$ cat src/rtl/if_stage_pkg.sv
// Shared constants and FSM encoding for the instruction-fetch stage.
package if_stage_pkg;

    localparam int XLEN = 32;

    localparam logic [XLEN-1:0] NOP_INSN         = 32'h0000_0013;
    localparam logic [XLEN-1:0] RESET_PC_DEFAULT = 32'h0000_0000;
    localparam logic [XLEN-1:0] PC_STEP          = 32'd4;

    typedef enum logic [1:0] {
        ST_RUN   = 2'd0,
        ST_HOLD  = 2'd1,
        ST_DRAIN = 2'd2
    } fetch_state_e;

endpackage

$ cat src/rtl/if_stage_ifid.sv
// IF/ID pipeline register: load, hold or flush to a bubble; reset also yields a bubble.
module ifid_reg
    import if_stage_pkg::*;
(
    input  logic            clk,
    input  logic            reset,
    input  logic            load,
    input  logic            flush,
    input  logic [XLEN-1:0] insn_in,
    input  logic [XLEN-1:0] pc_in,
    output logic [XLEN-1:0] insn,
    output logic [XLEN-1:0] pc,
    output logic            valid
);

    always_ff @(posedge clk) begin
        if (reset || flush) begin
            insn  <= NOP_INSN;
            pc    <= '0;
            valid <= 1'b0;
        end else if (load) begin
            insn  <= insn_in;
            pc    <= pc_in;
            valid <= 1'b1;
        end
    end

endmodule

$ cat src/rtl/if_stage.sv
// Instruction fetch: owns the PC, drives a req/ready instruction port and feeds IF/ID.
module if_stage
    import if_stage_pkg::*;
#(
    parameter logic [XLEN-1:0] RESET_PC = RESET_PC_DEFAULT
) (
    input  logic            clk,
    input  logic            reset,
    input  logic            IFWrite,
    input  logic            Branch,
    input  logic            Jump,
    input  logic [XLEN-1:0] JumpAddr,
    output logic            imem_req,
    output logic [XLEN-1:0] imem_addr,
    input  logic            imem_ready,
    input  logic [XLEN-1:0] imem_rdata,
    output logic [XLEN-1:0] PC_if,
    output logic [XLEN-1:0] Instruction_id,
    output logic [XLEN-1:0] PC_id,
    output logic            ifid_valid
);

    fetch_state_e    state, state_next;
    logic [XLEN-1:0] pc, pc_next;
    logic [XLEN-1:0] target, target_next;
    logic [XLEN-1:0] buf_insn, buf_pc;
    logic            buf_load;
    logic            ifid_load, ifid_flush;
    logic [XLEN-1:0] ifid_insn_in, ifid_pc_in;
    logic            redirect;
    logic [XLEN-1:0] redirect_pc;
    logic            unused_jump_lsbs;

    // A redirect during an ID stall is ignored; ID presents it again afterwards.
    assign redirect         = (Branch | Jump) & IFWrite;
    assign redirect_pc      = {JumpAddr[XLEN-1:2], 2'b00};
    assign unused_jump_lsbs = ^JumpAddr[1:0];

    assign imem_req  = ~reset & (state != ST_HOLD);
    assign imem_addr = pc;
    assign PC_if     = pc;

    always_comb begin
        state_next   = state;
        pc_next      = pc;
        target_next  = target;
        buf_load     = 1'b0;
        ifid_load    = 1'b0;
        ifid_flush   = 1'b0;
        ifid_insn_in = imem_rdata;
        ifid_pc_in   = pc;
        case (state)
            ST_RUN: begin
                if (redirect) begin
                    ifid_flush = 1'b1;
                    if (imem_ready) begin
                        pc_next = redirect_pc;
                    end else begin
                        // Request already on the bus must complete at the old address.
                        target_next = redirect_pc;
                        state_next  = ST_DRAIN;
                    end
                end else if (IFWrite) begin
                    if (imem_ready) begin
                        ifid_load = 1'b1;
                        pc_next   = pc + PC_STEP;
                    end else begin
                        ifid_flush = 1'b1;
                    end
                end else if (imem_ready) begin
                    buf_load   = 1'b1;
                    pc_next    = pc + PC_STEP;
                    state_next = ST_HOLD;
                end
            end
            ST_HOLD: begin
                if (redirect) begin
                    ifid_flush = 1'b1;
                    pc_next    = redirect_pc;
                    state_next = ST_RUN;
                end else if (IFWrite) begin
                    ifid_load    = 1'b1;
                    ifid_insn_in = buf_insn;
                    ifid_pc_in   = buf_pc;
                    state_next   = ST_RUN;
                end
            end
            ST_DRAIN: begin
                ifid_flush = IFWrite;
                if (redirect) begin
                    target_next = redirect_pc;
                end
                // The stale response is dropped; fetch resumes at the newest target.
                if (imem_ready) begin
                    pc_next    = target_next;
                    state_next = ST_RUN;
                end
            end
            default: begin
                state_next = ST_RUN;
            end
        endcase
    end

    always_ff @(posedge clk) begin
        if (reset) begin
            state <= ST_RUN;
            pc    <= RESET_PC;
        end else begin
            state <= state_next;
            pc    <= pc_next;
        end
    end

    // Skid buffer and redirect target carry data only; FSM state qualifies them.
    always_ff @(posedge clk) begin
        target <= target_next;
        if (buf_load) begin
            buf_insn <= imem_rdata;
            buf_pc   <= pc;
        end
    end

    ifid_reg u_ifid (
        .clk     (clk),
        .reset   (reset),
        .load    (ifid_load),
        .flush   (ifid_flush),
        .insn_in (ifid_insn_in),
        .pc_in   (ifid_pc_in),
        .insn    (Instruction_id),
        .pc      (PC_id),
        .valid   (ifid_valid)
    );

endmodule

$ cat config.mk
export PLATFORM = sky130hd
export DESIGN_NAME = if_stage
export DESIGN_NICKNAME = d
export VERILOG_FILES = /design/src/rtl/if_stage_pkg.sv /design/src/rtl/if_stage_ifid.sv /design/src/rtl/if_stage.sv
export SDC_FILE = /design/constraint.sdc
export NUM_CORES = 1
export LEC_CHECK = 0
export CAP_MARGIN = 20
export CORE_MARGIN = 5
export CORE_UTILIZATION = 51
export DETAILED_ROUTE_END_ITERATION = 8
export PLACE_DENSITY = 0.86
export RECOVER_POWER = 50
export SLEW_MARGIN = 20
export SYNTH_ARGS = -nofsm -noshare
export SYNTH_HDL_FRONTEND = slang
export SYNTH_SLANG_ARGS = --single-unit
$ cat constraint.sdc
create_clock -name clk -period 5 [get_ports clk]
set_clock_uncertainty 0.05 [all_clocks]
set_input_delay 1 -clock clk [delete_from_list [all_inputs] [get_ports clk]]
set_output_delay 1 -clock clk [all_outputs]
set_load 0.1 [all_outputs]
Word level (Yosys, flattened, before mapping)
Index checks and enable logic that the tools add are counted.

word-level totals
  register bits = 195
  input port bits = 70
  output and inout bits = 130
  word-level logic and storage cells = 70

operators by class
  add/subtract/negate cells = 1
  equality and inequality tests = 12
  muxes and demuxes = 38
  bitwise operators = 4
  reduce and logical (&&, ||, !) cells = 7

operators with widths
  kind                                                                    number
  32-bit 2-to-1 mux                                                       14
  32-bit case mux with 3 select lines                                     1
  32-bit case mux with 2 select lines                                     1
  32-bit by 3-bit adder with 32-bit output (second input constant)        1
  2-bit 2-to-1 mux                                                        7
  1-bit 2-to-1 mux                                                        12
  3-bit != test (second input constant)                                   4
  2-bit != test (second input constant)                                   5
  2-bit case mux with 3 select lines                                      1
  5-bit AND reduction                                                     1
  4-bit AND reduction                                                     1
  1-bit case mux with 3 select lines                                      1
  3-bit AND reduction                                                     1
  3-bit nonzero test                                                      1
  1-bit AND                                                               2
  2-bit by 1-bit equality test with 1-bit output (second input constant)  1
  2-bit equality test (second input constant)                             1
  2-bit zero test                                                         1
  2-bit by 1-bit != test with 1-bit output (second input constant)        1
  1-bit case mux with 2 select lines                                      1
  2-bit nonzero test                                                      1
  1-bit logical OR                                                        1
  1-bit NOT                                                               1
  1-bit bitwise OR                                                        1

Depth between registers and ports, before layout
  depth in word-level cells = 5
  depth in mapped cells = 10

Cells and area by module
Synthesis repeated with hierarchy kept, for this count alone.

second synthesis, totals
  cells, all modules = 934
  area, all modules = 9,506.6 µm²

modules (own cells, without submodules)
  module    instances  cells an instance  area an instance (µm²)
  if_stage  1          723                7,170.6
  ifid_reg  1          211                2,336.0

Least setup slack after synthesis
Ideal clock, no wire load.

  path type = input port to flip-flop
  from = input port IFWrite
  to = register buf_insn[0], enable pin
  data arrival time = 3,867 ps
  required time = 4,463 ps
  path slack = 596 ps
  stages on the path = 2
  buffers on the path = 1
  path through = clkbuf_1 > nor2_1

between the ends
  word-level cells in the longest chain between the ends = 3
  elaborated cells on any way between the ends = 4
  those cells by class = mux (3); bitwise (1)

RTL lines
  what                                                  RTL line                        text
  start: declaration                                    if_stage.sv:9                   input logic IFWrite,
  1-bit 2-to-1 mux / 1-bit AND (equally long branches)  if_stage.sv:63, if_stage.sv:35
  1-bit 2-to-1 mux (*)                                  if_stage.sv:54                  if (redirect) begin
  1-bit 2-to-1 mux (*)                                  if_stage.sv:52                  case (state)
  net buf_load                                          if_stage.sv:27                  logic buf_load;
  end signal: assignment                                if_stage.sv:119                 buf_insn <= imem_rdata;
  end: declaration                                      if_stage.sv:26                  logic [XLEN-1:0] buf_insn, buf_pc;

The timed path passes the listed nets; every way through them passes the cells marked *.
A chain may end at the register's enable or synchronous reset.

Worst setup path in the final report
  from = input port Jump
  to = register pc[20], in the netlist PC_if[20]

between the ends
  word-level cells in the longest chain between the ends = 5
  elaborated cells on any way between the ends = 8
  those cells by class = eq/ne (1); mux (4); bitwise (2); reduce/logical (1)

RTL lines
  what                                 RTL line         text
  start: declaration                   if_stage.sv:11   input logic Jump,
  1-bit bitwise OR (*)                 if_stage.sv:35   assign redirect = (Branch | Jump) & IFWrite;
  1-bit AND (*)                        if_stage.sv:35
  32-bit 2-to-1 mux                    if_stage.sv:90   if (redirect) begin
  32-bit 2-to-1 mux                    if_stage.sv:94   if (imem_ready) begin
  32-bit case mux with 3 select lines  if_stage.sv:52
  end signal: assignment               if_stage.sv:111  pc <= pc_next;
  end: declaration                     if_stage.sv:24   logic [XLEN-1:0] pc, pc_next;

Mark *: on every way between the ends. The rest lies on a longest branch, timed or not. The select of a mux whose other input is x is not followed.

==> flow_summary.toml <==
[global_routing]
gr-total-overflow = 0
grt_max_degree = 39
grt_pass1_vias = 7306
grt_pass1_wl_um = 38900
antenna_found_initial = 1
grt_usage = 0.238

[clock_network]
clkSlewWorstSetupHoldPaths_ns = 0.07
numCtsBuffers = 17
clkLatencyLatePin_ns = 0.43
root_buffer = "clkbuf_16"
htree_levels = 4
cts_tree = "built"
cts_num_sinks = 195
cts_resized = 0
post-cts-setup-buffers = 0
hold_buffers = 0
clockBufferDepth = 2

[drt]
drt_iter0_drc = 905
wl_um = 25100
dr.pass1.iters = 7
drc = 0
routedWlPerCell_um = 19.3
via_per_inst = 5.94
ant_nets = 0
dr_total_vias = 7715

[power]
p_per_area_nw_per_um2 = 479
max-vdd-ir-drop_mv = 0.337
p_int_w = 0.00305
combPwrFrac = 0.377
power_switching_share = 0.447
power.net_switching_w = 0.00246
clkPwrFrac = 0.242
power.share.sequential = 0.381
p_leak_nw = 4.11

[placed_design]
place_congestion = 0.908
placed_cell_area_um2 = 11000
hpwl_um = 17500
preCtsSetupSlack_ns = 1.13
port-buffer-count = 197

[synth]
avgSynthCellArea_um2 = 9.78
yosys_warnings = 0
async_flop_share = 0
yosys.cell_types.count = 59
synth_top_cell_area_share = 0.319
post-synth-top-area-cell = "edfxtp_1"
synth_common_cells = "158 x nand2_1, 99 x dfxtp_1, 96 x edfxtp_1"
yosysSeqAreaShare = 0.539
synth_edf_count = 96
synth.most_common_cell = "nand2_1"
synth_nets = 999
synth_seq_cells = 195
ys.flop_type = "dfxtp_1"
synthesis.area_um2 = 9030
synthCells = 924
synth_area_leaders = "edfxtp_1 32%, dfxtp_1 22%, nand2_1 6.6%"

[sta]
rsz0062_at_grt = "no"
setup_viol = 0
hold_viol = 0
finalCritPeriodShare = 0.804
drv_slew = 38
worst_slew_pin_slew_ns = 1.60
fmax_mhz = 249
period_minus_slack_ns = 4.02
max_slew_margin = -0.0671
layout_setup_ws_ns = 0.982
setup_tns_ns = 0

[floorplan]
die_area_um2 = 20500
chipHeight_um = 143
num_rows = 48
die-width_um = 143
start_util = 0.520
core_um2 = 17400
ioPinCount = 200

[critical_path]
worstSetupStartpoint = "Jump"
reg2reg_from = "state[1]$_SDFFE_PP0P_"
r2r_setup_slack_ns = 1.93
r2r_cells = 9
arrival_ns = 4.26
critPathKind = "in2reg"
crit_required_ns = 5.24
crit_end = "PC_if[20]$_SDFFE_PP0P_"
crit_path_start_kind = "primary input"
path_max_fanout = 17
critPathCaptureType = "flip-flop"
r2r_end = "u_ifid.insn[24]$_SDFFE_PP0P_"

[min_path]
min_from = "u_ifid.valid$_SDFFE_PP0P_"
hold_depth = 2
min_path_type = "reg2reg"

[cells_and_area]
finalNetCount = 1135
antenna_cells = 0
final_cell_area_um2 = 11500
syn2layout_area_growth_pct = 27.5
drive_above_1_share = 0.0596

[outcome]
failed_checks = "max-capacitance violations, max-slew violations"
status = "complete, but fails checks"

[flow_run]
cap_violations = 1
[stage by stage]
step                      total power, W  cells   util  hold slack [ns]
after floorplan                  0.00371    924      -            0.421
after global placement           0.00417   1266  0.631            0.411
after detailed placement         0.00421   1266  0.631            0.416
after CTS                        0.00553   1298  0.665            0.433
after global routing             0.00572   1298  0.664            0.456
final                            0.00551   1298  0.664            0.421
[cell families (layout without fill, tap and decap cells)]
group	count (synthesis)	in the layout	synth area share
buf+inv	117	266	0.0630
xor+xnor	3	3	0.00291
flops	195	195	0.539
fa+ha+maj	5	5	0.00693
mux	35	35	0.0388
compound gates	238	238	0.182
simple gates	331	331	0.168
[area by class of cell]
type                    instances  area [um^2]
fillers                      1364         5830
flip-flops and latches        195         4860
multi-input cells             612         3620
repair buffers                217         2100
clock buffers                  17          425
well taps                     225          282
clock inverters                15          160
inverters                      17         63.8
[worst min path at each step]
stage	slack, ns	to
global placement	0.41	u_ifid.valid$_SDFFE_PP0P_
floorplan	0.42	u_ifid.pc[0]$_SDFFE_PP0P_
finish	0.42	u_ifid.valid$_SDFFE_PP0P_
global route	0.46	u_ifid.valid$_SDFFE_PP0P_
detailed placement	0.42	u_ifid.valid$_SDFFE_PP0P_
CTS	0.43	u_ifid.valid$_SDFFE_PP0P_
[power groups by stage]
stage | Sequential, W | Clock [W] | Combinational [W]
global route | 0.00213 | 0.00143 | 0.00217
CTS | 0.00210 | 0.00135 | 0.00208
global placement | 0.00212 | 0 | 0.00205
floorplan | 0.00257 | 0 | 0.00113
finish | 0.00210 | 0.00133 | 0.00208
detailed placement | 0.00213 | 0 | 0.00208
[flip-flops by register name (all words and copies together), names as in the netlist]
name          count
u_ifid.pc        32
u_ifid.insn      32
u_ifid.valid      1
state             2
target           32
PC_if            32
buf_insn         32
buf_pc           32
[layout by cell type, fill, tap and decap left out, types with 17 or more instances in the layout]
cell type and count:
nand2_1 158, dfxtp_1 99, nand3_1 26, a211oi_1 38, inv_1 17, nor2_1 58
dlygate4sd3_1 88, buf_4 17, clkdlybuf4s50_1 108, edfxtp_1 96, mux2i_1 35, o21ai_0 24
clkbuf_16 17, a21oi_1 56, a22oi_1 40
[per-layer routing]
metal  vias up  track usage  routed length (um)
met5         -            0                   7
met4         2       0.0840                 533
met3        51       0.0529                2460
met2       436        0.379               11700
met1      3589        0.323               10400
li1       3637            -                   -
[worst max-delay path: stages]
cell and delay [ns]:
clkdlybuf4s50_1 0.45, o21ai_0 0.98, clkbuf_1 0.70, a2111o_1 0.69, nor3_1 0.16, a31oi_1 0.20
a31oi_1 0.06
(Power assumes the default switching activity.)
